`src/rtl/tester_pkg.sv`:
```
// Shared definitions for the exhaustive combinational-block tester.
package tester_pkg;

  localparam int unsigned StateW = 3;
  localparam int unsigned TimerW = 4;

  typedef enum logic [StateW-1:0] {
    StIdle   = 3'd0,
    StApply  = 3'd1,
    StSettle = 3'd2,
    StSample = 3'd3,
    StDone   = 3'd4
  } state_e;

  // 3-input majority: bit k is the expected output for input vector k.
  localparam logic [7:0] DefaultExpected = 8'b1110_1000;

endpackage

```
`src/rtl/settle_timer.sv`:
```
// Loadable down-counter; expired is high once the count has drained to zero.
module settle_timer
  import tester_pkg::*;
(
  input  logic              clk,
  input  logic              reset,
  input  logic              load,
  input  logic [TimerW-1:0] load_val,
  output logic              expired
);

  logic [TimerW-1:0] count_q, count_d;

  always_comb begin
    count_d = count_q;
    if (load) begin
      count_d = load_val;
    end else if (count_q != '0) begin
      count_d = count_q - 1'b1;
    end
  end

  always_ff @(posedge clk) begin
    if (reset) begin
      count_q <= '0;
    end else begin
      count_q <= count_d;
    end
  end

  assign expired = (count_q == '0);

endmodule

```
`config.mk`:
```
export PLATFORM = sky130hd
export DESIGN_NAME = settle_timer
export DESIGN_NICKNAME = d
export VERILOG_FILES = /design/src/rtl/tester_pkg.sv /design/src/rtl/settle_timer.sv
export SDC_FILE = /design/constraint.sdc
export NUM_CORES = 1
export LEC_CHECK = 0
export ABC_AREA = 1
export CELL_PAD_IN_SITES_DETAIL_PLACEMENT = 2
export CELL_PAD_IN_SITES_GLOBAL_PLACEMENT = 2
export CORE_MARGIN = 2
export CORE_UTILIZATION = 17
export DETAILED_ROUTE_END_ITERATION = 8
export PLACE_DENSITY = 0.74
export SLEW_MARGIN = 20
export SYNTH_ARGS = -nofsm -noshare
export SYNTH_HDL_FRONTEND = slang
export SYNTH_SLANG_ARGS = --single-unit
```
`constraint.sdc`:
```
create_clock -name clk -period 1.1 [get_ports clk]
set_input_delay 0.11 -clock clk [delete_from_list [all_inputs] [get_ports clk]]
set_output_delay 0.11 -clock clk [all_outputs]
set_load 0.005 [all_outputs]
```
# == Yosys cells after proc, flatten, opt, wreduce, memory -nomap -nowiden ==
# Cells that the tools add are included.
# totals
ff_bits,4
inputBits,7
word_cells,7
# classes
addsub,1
n_mux,2
n_reduce_logical,3
# op_table
operator,count
two-way mux 4 bit,2
logical NOT 4 bit,1
nonzero test 4 bit,1
subtractor 4 x 1 -> 4 bit (second input constant),1
nonzero test 2 bit,1

# == Depth between registers and ports, before layout ==
# depth
word_depth,3
depth_mapped,7
ltp_nobuf,7

# == Least setup slack after synthesis ==
# No wires, ideal clock.
# synth_path
path_kind,reg-to-reg
startpoint,register count_q[0]
endpoint,register count_q[1]
arrival_ns,0.936
slack_ns,0.094
stages_incl_launch_ff,6
n_path_buf,0
path_cell_list,dfxtp_1 > inv_1 > ha_1 > o21ai_0 > nand2_1 > a21oi_1
# synth_between
elab_chain_cells,3
# synth_rtl
element,line_no,text
"start, declared",settle_timer.sv:12,"logic [TimerW-1:0] count_q, count_d;"
"start signal, assigned",settle_timer.sv:27,count_q <= count_d;
subtractor 4 x 1 -> 4 bit,settle_timer.sv:19,count_d = count_q - 1'b1;
two-way mux 4 bit,settle_timer.sv:18,end else if (count_q != '0) begin
two-way mux 4 bit,settle_timer.sv:16,if (load) begin
# Parallel ways exist; a longest one is shown, timed or not. The select of a mux whose other input is x is not followed.
# A chain may end at the register's enable or synchronous reset.

# == Worst setup path after layout ==
# layout_path
startpoint,register count_q[1]
endpoint,output expired
# layout_between
elab_chain_cells,1
# layout_rtl
element,line_no,text
logical NOT 4 bit,settle_timer.sv:31,assign expired = (count_q == '0);
"end, declared",settle_timer.sv:9,output logic expired
# No other way between the ends.

==> impl_metrics.json <==
{
  "status": "finished, final reports clean",
  "finalSetupViolCount": 0,
  "root_buffer": "clkbuf_4",
  "synth_cell_type_count": 12,
  "drc": 0,
  "initial_utilization_pct": 18.6,
  "dp_hpwl_um": 670,
  "worst_hold_path_type": "in -> reg",
  "grt.overflow.total": 0,
  "critical-path-top-delay-family": "flip-flops",
  "path_clk_slew_ns": 0.04,
  "clockBufferDepth": 2,
  "crit_buf_inv": 2,
  "drt_iter0_drc": 2,
  "cts.sinks": 4,
  "diodes": 0,
  "grt_max_degree": 7,
  "critPathArrivalTime_ns": 0.98,
  "worstHoldStart": "load_val[2]",
  "dieHeight_um": 42.2,
  "period_needed_ns": 1.09,
  "portBuffers": 7,
  "synth_area_leaders": "dfxtp_1, nand2_1, inv_1",
  "ys_seq_area_share_pct": 32.3,
  "finalHoldViolCount": 0,
  "max_slew_margin_pct": 88.3,
  "largest_registers": "count_q: 4 flops",
  "fin_nets": 70,
  "dieArea_um2": 1780,
  "numCtsBuffers": 3,
  "ys_seq_elements": 4,
  "synth_warnings": 0,
  "max-vdd-ir-drop_uv": 431,
  "htree_levels": 1,
  "ys.flop_type": "dfxtp_1",
  "rr_worst_depth": 8,
  "cp_max_fo": 2,
  "yosysMostFrequentCell": "nand2_1",
  "post-route-util_pct": 34.2,
  "dpl_cell_area_um2": 389,
  "cp_slowest_cell": "dfxtp_2",
  "drive_gt1_share_pct": 41.7,
  "power_density_nw_per_um2": 1330,
  "finalCritPeriodShare_pct": 99.2,
  "core-area_um2": 1330,
  "antenna_found_initial": 0,
  "ff2ff_setup_slack_ns": 0.03,
  "wirelength_um": 910,
  "ant_nets": 0,
  "cts_tree": "yes",
  "crit_required_ns": 0.99,
  "netlist_area_um2": 248,
  "num_io_pins": 8,
  "slowest_delay_ns": 0.31,
  "whs_path_depth": 3,
  "die_x_um": 42.2,
  "hold_buffers": 0,
  "start_kind": "register",
  "critPathKind": "reg -> out",
  "synth-edff-count": 0,
  "rows": 13,
  "finClkSkew_ns": 0.00439,
  "wl_per_cell_um": 12.1,
  "fin_area_um2": 457,
  "synth_nets": 48,
  "synthTopCellsByCount": "nand2_1, inv_1, nor2_1",
  "area_growth_pct": 84.3,
  "r2r-start": "count_q[1]",
  "gp_congestion": 0.742,
  "syn_inst": 40,
  "grt_pass1_vias": 337,
  "cap_violations": 0,
  "vias": 326,
  "fmax_mhz": 916,
  "netlist.top_cell.by_area": "dfxtp_1",
  "crit_chain": "inv_2, ha_4, nand2_2, nor2_1, buf_2",
  "leakagePower_nw": 0.217,
  "rsz0062_at_grt": "yes",
  "end_kind": "output pin",
  "regMostFlops": "count_q",
  "grt_pass1_wl_um": 1440,
  "viasPerCell": 4.35,
  "hold_end": "count_q[2]",
  "reg2reg_to": "count_q[2]",
  "ys_async_sr_fraction_pct": 0,
  "synth.top_cell.area_share_pct": 32.3,
  "largest_reg_flops": 4,
  "finalMaxSlewViolations": 0,
  "synth.avg_cell_area_um2": 6.19,
  "grt_use_total_pct": 11.2,
  "worst_pin_slew_ns": 0.174,
  "insertion_delay_ns": 0.23,
  "firstDrtPassIters": 4
}
## kinds of logic (layout without fill, tap and decap cells)
logic type	count (synthesis)	after routing	synth area share [%]
buf+inv	7	27	10.6
flops	4	4	32.3
simple gates	22	22	39.9
fa+ha+maj	1	1	5.05
compound gates	6	6	12.1
## worst min-delay path, stage by stage
cell and delay (ns):
clkdlybuf4s50_1 0.39, nand2_1 0.08, a21oi_2 0.05
## area by class of cell
type	count	area, µm²
Timing Repair Buffer	17	140
Clock buffer	3	22.5
Tap cell	15	18.8
Fill cell	171	877
Sequential cell	4	82.6
Inverter	7	26.3
Multi-Input combinational cell	29	166
## per-layer routing
metal  global-route usage (%)  routed length (µm)  vias up
met5                        0                   0        -
met4                     7.50                   0        0
met3                     3.88                  26        0
met2                     17.2                 513        4
met1                     12.8                 370      153
li1                         -                   -      169
## per-stage QoR
stage / instances / hold slack (ns) / TNS, ns / total power, mW / setup WS, ns
floorplan: 40 / 0.179 / 0 / 0.273 / 0.0943
global placement: 69 / 0.601 / -0.295 / 0.377 / -0.161
detailed placement: 69 / 0.611 / -0.494 / 0.385 / -0.232
CTS: 74 / 0.434 / -0.0192 / 0.604 / -0.0192
global route: 75 / 0.449 / -0.139 / 0.672 / -0.0755
finish: 75 / 0.452 / 0 / 0.609 / 0.00835
## cell usage in the layout, fill, tap and decap left out, types with 3 or more instances in the layout
cell	n
nand2_1	10
nor2_1	4
inv_1	4
inv_2	3
clkdlybuf4s50_1	6
buf_4	10
clkbuf_4	3
## timing repair
item	CTS	global route
setup endpoints to repair	5	5
resized for setup	11	3
pin swaps	3	2
setup buffers	2	1
## worst max-delay path by stage
stage | start | endpoint | slack [ns] | depth (start not counted)
6_report | count_q[1] | expired | 0.008 | 5
4_1_cts | count_q[1] | expired | -0.02 | 5
3_3_place_gp | count_q[0] | expired | -0.16 | 5
3_5_place_dp | count_q[0] | expired | -0.23 | 5
5_1_grt | count_q[0] | expired | -0.08 | 5
2_1_floorplan | count_q[0] | count_q[1] | 0.09 | 5
## power by group
group / internal, mW / switching [mW]
combinational: 0.129 / 0.118
sequential: 0.166 / 0.0136
clock: 0.122 / 0.0597
total: 0.417 / 0.191
Note: power is estimated with default switching activity, not from simulation.
